`config.mk`:
```
export PLATFORM = sky130hd
export DESIGN_NAME = wb_stage_pipe_flat
export DESIGN_NICKNAME = d
export VERILOG_FILES = /design/src/rtl/wb_stage_pipe_pkg.sv /design/src/rtl/wb_stage_pipe_if.sv /design/src/rtl/wb_stage_pipe_load_align.sv /design/src/rtl/wb_stage_pipe.sv /design/src/flat_wrapper.sv
export SDC_FILE = /design/constraint.sdc
export NUM_CORES = 1
export LEC_CHECK = 0
export CAP_MARGIN = 20
export CORE_MARGIN = 3
export CORE_UTILIZATION = 55
export DETAILED_ROUTE_END_ITERATION = 8
export DONT_BUFFER_PORTS = 1
export GPL_TIMING_DRIVEN = 0
export PLACE_DENSITY = 0.74
export SETUP_SLACK_MARGIN = 0.05
export SLEW_MARGIN = 20
export SYNTH_ARGS = -nofsm -noshare
export SYNTH_HDL_FRONTEND = slang
export SYNTH_SLANG_ARGS = --single-unit
export TNS_END_PERCENT = 10
```
`constraint.sdc`:
```
create_clock -name clk -period 1.71 [get_ports clk]
set_input_delay 0.513 -clock clk [delete_from_list [all_inputs] [get_ports clk]]
set_output_delay 0.513 -clock clk [all_outputs]
set_load 0.02 [all_outputs]
```
`src/rtl/wb_stage_pipe_pkg.sv`:
```
// Shared types for the write-back stage: result select, load size and FSM state encodings.
package wb_pkg;

    typedef enum logic [1:0] {
        WB_ALU  = 2'd0,
        WB_MEM  = 2'd1,
        WB_LINK = 2'd2,
        WB_IMM  = 2'd3
    } wb_sel_e;

    typedef enum logic [1:0] {
        LD_WORD   = 2'd0,
        LD_BYTE_S = 2'd1,
        LD_BYTE_U = 2'd2,
        LD_RSVD   = 2'd3
    } ld_size_e;

    typedef enum logic [1:0] {
        ST_IDLE     = 2'd0,
        ST_WAIT_MEM = 2'd1,
        ST_COMMIT   = 2'd2
    } wb_state_e;

endpackage

```
`src/rtl/wb_stage_pipe_if.sv`:
```
// Bundle of MEM-stage inputs, data-memory response and RF/hazard outputs of the write-back stage.
// Handshake: an instruction transfers on a rising edge where in_valid & in_ready are both 1;
// in_ready depends on stage state only, and in_valid/payload are ignored while in_ready is 0.
interface wb_stage_pipe_if #(
    parameter int DATA_W     = 16,
    parameter int REG_ADDR_W = 3,
    parameter int CNT_W      = 16
);
    logic                  in_valid;
    logic                  in_ready;
    logic [1:0]            in_wb_sel;
    logic [1:0]            in_ld_size;
    logic                  in_byte_off;
    logic [DATA_W-1:0]     in_alu;
    logic [DATA_W-1:0]     in_link;
    logic [DATA_W-1:0]     in_imm;
    logic [REG_ADDR_W-1:0] in_rd;
    logic                  in_reg_we;
    logic                  mem_rvalid;
    logic [DATA_W-1:0]     mem_rdata;
    logic                  rf_we;
    logic [REG_ADDR_W-1:0] rf_waddr;
    logic [DATA_W-1:0]     rf_wdata;
    logic                  pend_valid;
    logic [REG_ADDR_W-1:0] pend_rd;
    logic [CNT_W-1:0]      commit_cnt;
    logic                  err_spurious;
    logic [1:0]            dbg_state;

    modport slave (
        input  in_valid, in_wb_sel, in_ld_size, in_byte_off, in_alu, in_link, in_imm,
               in_rd, in_reg_we, mem_rvalid, mem_rdata,
        output in_ready, rf_we, rf_waddr, rf_wdata, pend_valid, pend_rd, commit_cnt,
               err_spurious, dbg_state
    );

    modport master (
        output in_valid, in_wb_sel, in_ld_size, in_byte_off, in_alu, in_link, in_imm,
               in_rd, in_reg_we, mem_rvalid, mem_rdata,
        input  in_ready, rf_we, rf_waddr, rf_wdata, pend_valid, pend_rd, commit_cnt,
               err_spurious, dbg_state
    );
endinterface

```
`src/rtl/wb_stage_pipe_load_align.sv`:
```
// Load alignment: passes words through, extracts the low/high byte and sign- or zero-extends it.
module wb_load_align
    import wb_pkg::*;
#(
    parameter int DATA_W = 16
) (
    input  logic [DATA_W-1:0] data_i,
    input  ld_size_e          size_i,
    input  logic              byte_off_i,
    output logic [DATA_W-1:0] data_o
);
    logic [7:0] byte_sel;

    always_comb begin
        byte_sel = byte_off_i ? data_i[15:8] : data_i[7:0];
        data_o   = data_i;
        case (size_i)
            LD_BYTE_S: data_o = {{(DATA_W-8){byte_sel[7]}}, byte_sel};
            LD_BYTE_U: data_o = {{(DATA_W-8){1'b0}}, byte_sel};
            default:   data_o = data_i;
        endcase
    end
endmodule

```
`src/rtl/wb_stage_pipe.sv`:
```
// MEM/WB pipeline register with result select, load alignment and a wait state for slow reads.
module wb_stage_pipe
    import wb_pkg::*;
#(
    parameter int DATA_W     = 16,
    parameter int REG_ADDR_W = 3,
    parameter int CNT_W      = 16
) (
    input logic             clk,
    input logic             rst_n,
    wb_stage_pipe_if.slave  bus
);
    wb_state_e             state_q, state_d;
    logic                  we_q, we_d;
    logic [REG_ADDR_W-1:0] rd_q, rd_d;
    ld_size_e              size_q, size_d;
    logic                  off_q, off_d;
    logic [REG_ADDR_W-1:0] waddr_q, waddr_d;
    logic [DATA_W-1:0]     wdata_q, wdata_d;
    logic [CNT_W-1:0]      cnt_q, cnt_d;
    logic                  err_q, err_d;

    logic                  in_ready;
    logic                  accept;
    wb_sel_e               sel;
    logic [DATA_W-1:0]     sel_val;
    logic [DATA_W-1:0]     aligned;

    assign sel      = wb_sel_e'(bus.in_wb_sel);
    assign in_ready = (state_q != ST_WAIT_MEM);
    assign accept   = bus.in_valid & in_ready;

    wb_load_align #(.DATA_W(DATA_W)) u_align (
        .data_i     (bus.mem_rdata),
        .size_i     (size_q),
        .byte_off_i (off_q),
        .data_o     (aligned)
    );

    always_comb begin
        sel_val = bus.in_alu;
        case (sel)
            WB_LINK: sel_val = bus.in_link;
            WB_IMM:  sel_val = bus.in_imm;
            default: sel_val = bus.in_alu;
        endcase
    end

    always_comb begin
        state_d = state_q;
        we_d    = we_q;
        rd_d    = rd_q;
        size_d  = size_q;
        off_d   = off_q;
        waddr_d = waddr_q;
        wdata_d = wdata_q;
        cnt_d   = cnt_q;
        err_d   = err_q;
        case (state_q)
            ST_WAIT_MEM: begin
                if (bus.mem_rvalid) begin
                    waddr_d = rd_q;
                    wdata_d = aligned;
                    state_d = ST_COMMIT;
                end
            end
            default: begin
                // IDLE and COMMIT both accept; a COMMIT cycle always retires its entry.
                if (state_q == ST_COMMIT) cnt_d = cnt_q + CNT_W'(1);
                if (bus.mem_rvalid) err_d = 1'b1;
                state_d = ST_IDLE;
                if (accept) begin
                    we_d = bus.in_reg_we;
                    if (sel == WB_MEM) begin
                        rd_d    = bus.in_rd;
                        size_d  = ld_size_e'(bus.in_ld_size);
                        off_d   = bus.in_byte_off;
                        state_d = ST_WAIT_MEM;
                    end else begin
                        waddr_d = bus.in_rd;
                        wdata_d = sel_val;
                        state_d = ST_COMMIT;
                    end
                end
            end
        endcase
    end

    always_ff @(posedge clk or negedge rst_n) begin
        if (!rst_n) begin
            state_q <= ST_IDLE;
            we_q    <= 1'b0;
            rd_q    <= '0;
            size_q  <= LD_WORD;
            off_q   <= 1'b0;
            waddr_q <= '0;
            wdata_q <= '0;
            cnt_q   <= '0;
            err_q   <= 1'b0;
        end else begin
            state_q <= state_d;
            we_q    <= we_d;
            rd_q    <= rd_d;
            size_q  <= size_d;
            off_q   <= off_d;
            waddr_q <= waddr_d;
            wdata_q <= wdata_d;
            cnt_q   <= cnt_d;
            err_q   <= err_d;
        end
    end

    assign bus.in_ready     = in_ready;
    assign bus.rf_we        = (state_q == ST_COMMIT) && we_q;
    assign bus.rf_waddr     = waddr_q;
    assign bus.rf_wdata     = wdata_q;
    assign bus.pend_valid   = (state_q == ST_WAIT_MEM) && we_q;
    assign bus.pend_rd      = (state_q == ST_WAIT_MEM) ? rd_q : '0;
    assign bus.commit_cnt   = cnt_q;
    assign bus.err_spurious = err_q;
    assign bus.dbg_state    = state_q;
endmodule

```
`src/flat_wrapper.sv`:
```
// flat-port wrapper written by rule: the top's interface ports become plain ports
module wb_stage_pipe_flat import wb_pkg::*;
#(
    parameter int DATA_W     = 16,
    parameter int REG_ADDR_W = 3,
    parameter int CNT_W      = 16
)
  (clk, rst_n, bus_in_valid, bus_in_wb_sel, bus_in_ld_size, bus_in_byte_off, bus_in_alu, bus_in_link, bus_in_imm, bus_in_rd, bus_in_reg_we, bus_mem_rvalid, bus_mem_rdata, bus_in_ready, bus_rf_we, bus_rf_waddr, bus_rf_wdata, bus_pend_valid, bus_pend_rd, bus_commit_cnt, bus_err_spurious, bus_dbg_state);
  wb_stage_pipe_if #(.DATA_W(DATA_W), .REG_ADDR_W(REG_ADDR_W), .CNT_W(CNT_W)) bus_i ();
  input logic clk;
  input logic rst_n;
  input wire logic [$bits(bus_i.in_valid)-1:0] bus_in_valid;
  input wire logic [$bits(bus_i.in_wb_sel)-1:0] bus_in_wb_sel;
  input wire logic [$bits(bus_i.in_ld_size)-1:0] bus_in_ld_size;
  input wire logic [$bits(bus_i.in_byte_off)-1:0] bus_in_byte_off;
  input wire logic [$bits(bus_i.in_alu)-1:0] bus_in_alu;
  input wire logic [$bits(bus_i.in_link)-1:0] bus_in_link;
  input wire logic [$bits(bus_i.in_imm)-1:0] bus_in_imm;
  input wire logic [$bits(bus_i.in_rd)-1:0] bus_in_rd;
  input wire logic [$bits(bus_i.in_reg_we)-1:0] bus_in_reg_we;
  input wire logic [$bits(bus_i.mem_rvalid)-1:0] bus_mem_rvalid;
  input wire logic [$bits(bus_i.mem_rdata)-1:0] bus_mem_rdata;
  output wire logic [$bits(bus_i.in_ready)-1:0] bus_in_ready;
  output wire logic [$bits(bus_i.rf_we)-1:0] bus_rf_we;
  output wire logic [$bits(bus_i.rf_waddr)-1:0] bus_rf_waddr;
  output wire logic [$bits(bus_i.rf_wdata)-1:0] bus_rf_wdata;
  output wire logic [$bits(bus_i.pend_valid)-1:0] bus_pend_valid;
  output wire logic [$bits(bus_i.pend_rd)-1:0] bus_pend_rd;
  output wire logic [$bits(bus_i.commit_cnt)-1:0] bus_commit_cnt;
  output wire logic [$bits(bus_i.err_spurious)-1:0] bus_err_spurious;
  output wire logic [$bits(bus_i.dbg_state)-1:0] bus_dbg_state;
  assign bus_i.in_valid = bus_in_valid;
  assign bus_i.in_wb_sel = bus_in_wb_sel;
  assign bus_i.in_ld_size = bus_in_ld_size;
  assign bus_i.in_byte_off = bus_in_byte_off;
  assign bus_i.in_alu = bus_in_alu;
  assign bus_i.in_link = bus_in_link;
  assign bus_i.in_imm = bus_in_imm;
  assign bus_i.in_rd = bus_in_rd;
  assign bus_i.in_reg_we = bus_in_reg_we;
  assign bus_i.mem_rvalid = bus_mem_rvalid;
  assign bus_i.mem_rdata = bus_mem_rdata;
  assign bus_in_ready = bus_i.in_ready;
  assign bus_rf_we = bus_i.rf_we;
  assign bus_rf_waddr = bus_i.rf_waddr;
  assign bus_rf_wdata = bus_i.rf_wdata;
  assign bus_pend_valid = bus_i.pend_valid;
  assign bus_pend_rd = bus_i.pend_rd;
  assign bus_commit_cnt = bus_i.commit_cnt;
  assign bus_err_spurious = bus_i.err_spurious;
  assign bus_dbg_state = bus_i.dbg_state;
  wb_stage_pipe #(.DATA_W(DATA_W), .REG_ADDR_W(REG_ADDR_W), .CNT_W(CNT_W)) u_core (.clk(clk), .rst_n(rst_n), .bus(bus_i));
endmodule
```
# Word-level counts from Yosys, hierarchy flattened
# Cells that the tools add are included.
# classes
n_addsub,1
n_eq_ne,10
n_mux,16
n_bitwise,2
n_reduce_logical,8
# ops
operator,n
two-way mux 16 bit,4
one-hot mux 16 bit (2 select lines),2
adder 16 x 1 -> 16 bit (second input constant),1
two-way mux 3 bit,5
equality test 2 bit (second input constant),4
two-way mux 2 bit,4
two-way mux 8 bit,1
equality test 2 x 1 -> 1 bit (second input constant),3
AND reduction 2 bit,3
AND reduction 3 bit,2
inequality test 2 bit (second input constant),2
logical AND 1 bit,2
inequality test 2 x 1 -> 1 bit (second input constant),1
nonzero test 2 bit,1
AND 1 bit,1
inverter 1 bit,1
# totals
register_bits,45
inputBits,77
word_cells,46

# Depth between registers and ports, before layout
# depth
depth_word,5
ltp_mapped,7
mapped_depth_nobuf,6

# Cells and area by module
# From an unflattened synthesis, not the netlist that was laid out.
# hier_totals
hier_cells,274
area_unflattened_um2,2666.3
# modules_own_cells
mod,instances,cells_each,area_each_um2
wb_stage_pipe,1,220,2327.2
wb_load_align,1,54,339.1

# Worst setup path before layout
# No wires, ideal clock.
# synth_timing
path_kind,register to output
start,"register u_core.state_q[0], in the netlist u_core.bus.dbg_state[0]"
end,output port bus_pend_valid
arrival_time_ns,1.308
t_required_ns,1.197
slack_ns,-0.111
stages_incl_launch_ff,5
path_cell_list,dfrtp_1 -> nor2b_1 -> buf_6 -> clkbuf_1 -> and2_1
# synth_between
elab_chain_len,2
# synth_lines
item,line_no,source
"start, declared",wb_stage_pipe.sv:13,"wb_state_e state_q, state_d;"
"start signal, assigned",wb_stage_pipe.sv:101,state_q <= state_d;
equality test 2 x 1 -> 1 bit,wb_stage_pipe.sv:117,assign bus.pend_valid = (state_q == ST_WAIT_MEM) && we_q;
logical AND 1 bit,wb_stage_pipe.sv:117,
"end, declared",flat_wrapper.sv:27,output wire logic [$bits(bus_i.pend_valid)-1:0] bus_pend_valid;
# No other way between the ends.

# Worst setup path in the final report
# Ends and elaborated chain as after synthesis.

==> impl_metrics.env <==
export IMPL_p_comb_share_pct=27.1
export IMPL_min_period_over_period_pct=109
export IMPL_grt_first_pass_wirelength_um=9440
export IMPL_drc=0
export IMPL_syn_area_um2=2520
export IMPL_stdcell_area_um2=2930
export IMPL_cp_required_ns=1.20
export IMPL_yosysSeqAreaShare_pct=44.8
export IMPL_port_buffers=0
export IMPL_synth_area_leaders="dfrtp_1 45%, mux2i_1 9.9%, a21oi_1 7.0%, nor2_1 5.2%, xnor2_1 3.8%"
export IMPL_clk_pin_slew_ns=0.08
export IMPL_worstPathCellList="nor2b_4 -> buf_6 -> clkbuf_16 -> and2_4"
export IMPL_crit_family="flip-flops"
export IMPL_ys_ff_latch=45
export IMPL_antenna_found_initial=0
export IMPL_synth_cell_type_count=36
export IMPL_layout_setup_ws_ns=-0.147
export IMPL_worstHoldPathType="input pin to asynchronous set/reset pin"
export IMPL_switchingPower_w=0.00121
export IMPL_cpPeakStageDelay_ns=0.46
export IMPL_crit_fanout=6
export IMPL_async_reset_ff_share_pct=100
export IMPL_wire_per_inst_um=20.9
export IMPL_via_per_inst=6.18
export IMPL_syn2layout_area_growth_pct=16.4
export IMPL_overflow=0
export IMPL_slew_violations=0
export IMPL_vdd_drop_max_v=0.000940
export IMPL_r2r_end="u_core.bus.rf_wdata[13]"
export IMPL_ioPinCount=121
export IMPL_worstPathBufferInverterCount=2
export IMPL_first_iter_violations=108
export IMPL_firstDrtPassIters=4
export IMPL_gp_congestion=0.767
export IMPL_tritoncts="built"
export IMPL_synth_nets=334
export IMPL_insertion_delay_ns=0.29
export IMPL_pwr_share_seq_pct=53.0
export IMPL_critPathKind="register to primary output"
export IMPL_clock_sinks=45
export IMPL_clock_skew_ns=0.00486
export IMPL_clkPwrFrac_pct=19.8
export IMPL_r2r_slack_ns=-0.14
export IMPL_multi_input_area_um2=1380
export IMPL_setup_violations=25
export IMPL_post_route_cells_drive_above_1_share_pct=21.9
export IMPL_grt_max_degree=46
export IMPL_die_y_um=73.6
export IMPL_synth_warnings=0
export IMPL_switching_share_pct=37.8
export IMPL_outcome="finished, violations left"
export IMPL_ant_nets=0
export IMPL_dieArea_um2=5420
export IMPL_final_util_pct=69.7
export IMPL_critPathCaptureType="primary output"
export IMPL_hold_viol=0
export IMPL_r2r_cells=6
export IMPL_rsz0062_at_grt="true"
export IMPL_start_util_pct=59.9
export IMPL_vias=1976
export IMPL_fill_cells=352
export IMPL_grt_pass1_vias=1852
export IMPL_synth_largest_area_cell="dfrtp_1"
export IMPL_die_w_um=73.6
export IMPL_post_dp_hpwl_um=5040
export IMPL_crit_slowest_cell="dfrtp_2"
export IMPL_regArea_um2=1130
export IMPL_start_kind="register"
export IMPL_avgSynthCellArea_um2=9.91
export IMPL_period_needed_ns=1.86
export IMPL_failed_checks="negative setup slack"
export IMPL_synth_edf_count=0
export IMPL_wl_um=6690
export IMPL_power_density_nw_per_um2=1090
export IMPL_cts_root_buf="clkbuf_8"
export IMPL_syn_inst=254
export IMPL_drv_cap=0
export IMPL_post_dp_cell_area_um2=2580
export IMPL_htreeDepth=2
export IMPL_power_leakage_nw=1.31
export IMPL_num_rows=23
export IMPL_cp_arrival_ns=1.34
export IMPL_ys_flop_type="dfrtp_1"
export IMPL_synth_top_area_share_pct=44.8
export IMPL_tightest_slew_ns=0.428
export IMPL_fin_nets=349
export IMPL_relSlewSlack_pct=71.5
export IMPL_grt_util_all_layers_pct=23.3
export IMPL_diodes=0
export IMPL_clockBufferDepth=2
export IMPL_cts_buffers=5
export IMPL_rr_startpoint="u_core.bus.dbg_state[0]"
export IMPL_fmax_ghz=0.538
export IMPL_p_int_w=0.00199
export IMPL_core_um2=4200
==> layout by cell type, fill, tap and decap left out, drive strengths merged <==
cell | synthesis | final
dfrtp | 45 | 45
nor2 | 35 | 35
a21oi | 35 | 35
mux2i | 25 | 25
nand2 | 17 | 17
buf | 9 | 16
clkbuf | 5 | 13
xnor2 | 11 | 11
o31ai | 9 | 9
a2bb2oi | 8 | 8
mux2 | 7 | 7
o21ai | 6 | 6
nand4 | 5 | 5
nand3 | 5 | 5
and2 | 5 | 5
xor2 | 4 | 4
inv | 3 | 3
and3 | 3 | 3
ha | 3 | 3
nand2b | 3 | 3
clkinv | 2 | 2
nor2b | 2 | 2
and2b | 1 | 1
and4 | 1 | 1
and4b | 1 | 1
nand3b | 1 | 1
o31a | 1 | 1
a21o | 1 | 1
nor3 | 1 | 1
clkinvlp | 0 | 1
==> registers in the layout (all words and copies together) (netlist names) <==
signal                   count
u_core.bus.dbg_state         2
u_core.rd_q                  3
u_core.bus.rf_wdata         16
u_core.bus.commit_cnt       16
u_core.bus.err_spurious      1
u_core.size_q                2
u_core.off_q                 1
u_core.we_q                  1
u_core.bus.rf_waddr          3
==> routing by layer <==
layer	vias up	wire (µm)	GRT usage, %
li1	922	-	-
met1	951	2620	28.9
met2	99	3400	40.7
met3	4	617	6.43
met4	0	52	4.23
met5	-	0	0
==> final cells by class <==
| type | instances | share of cell area, % |
|---|---|---|
| clock buffers | 7 | 2.61 |
| repair buffers | 8 | 3.33 |
| well taps | 50 | 2.14 |
| clock inverters | 1 | 0.256 |
| inverters | 5 | 0.983 |
| multi-input cells | 190 | 47.2 |
| flip-flops and latches | 45 | 38.6 |
| plain buffers | 14 | 4.91 |
==> per-stage QoR <==
step           cells  setup slack, ns  total power (W)  hold slack, ns  TNS (ns)
4_1_cts          315           -0.163          0.00313          0.0588     -1.38
6_report         320           -0.147          0.00320          0.0549     -1.94
3_3_place_gp     304           -0.209          0.00238           0.218     -3.20
2_1_floorplan    254           0.0606          0.00222           0.217         0
3_5_place_dp     304           -0.306          0.00241           0.218     -4.02
5_1_grt          320           -0.246          0.00337          0.0586     -3.76
==> cell usage after synthesis (5+ instances only) <==
cell type / count
nand4_1: 5
a2bb2oi_1: 8
and2_1: 5
xnor2_1: 11
o21ai_0: 5
nor2_1: 35
mux2_2: 7
dfrtp_1: 45
a21oi_1: 35
mux2i_1: 25
nand2_1: 17
o31ai_2: 7
==> how the worst max path moves through the flow <==
| stage | startpoint | endpoint | slack, ns | cells after the start |
|---|---|---|---|---|
| after floorplan | u_core.size_q[0] | u_core.bus.rf_wdata[14] | 0.06 | 7 |
| after global placement | u_core.size_q[0] | u_core.bus.rf_wdata[11] | -0.21 | 7 |
| after detailed placement | u_core.size_q[0] | u_core.bus.rf_wdata[11] | -0.31 | 7 |
| after CTS | u_core.bus.dbg_state[0] | bus_pend_valid | -0.16 | 4 |
| after global routing | u_core.size_q[0] | u_core.bus.rf_wdata[15] | -0.25 | 8 |
| final | u_core.bus.dbg_state[0] | bus_pend_valid | -0.15 | 4 |
==> kinds of logic after synthesis <==
family	synth area share, %
xor+xnor	5.22
flops	44.8
fa+ha+maj	1.49
mux	13.1
compound gates	16.0
buf+inv	4.47
simple gates	15.0
==> power groups by stage <==
stage,clock network (W),registers (W),logic (W)
detailed placement,0,0.00171,0.000691
finish,0.000636,0.00170,0.000869
global placement,0,0.00171,0.000674
global route,0.000687,0.00172,0.000955
floorplan,0,0.00165,0.000576
CTS,0.000649,0.00169,0.000792
==> repair_timing <==
item                                   in CTS  in global routing
pin swaps                                   3                  6
setup buffers                               2                  4
setup endpoints to repair                  28                 26
hold buffers                                1                  0
endpoints found under the hold margin      45                  0
resized for setup                          27                 12
gates cloned                                0                  1
(Power assumes the default switching activity.)
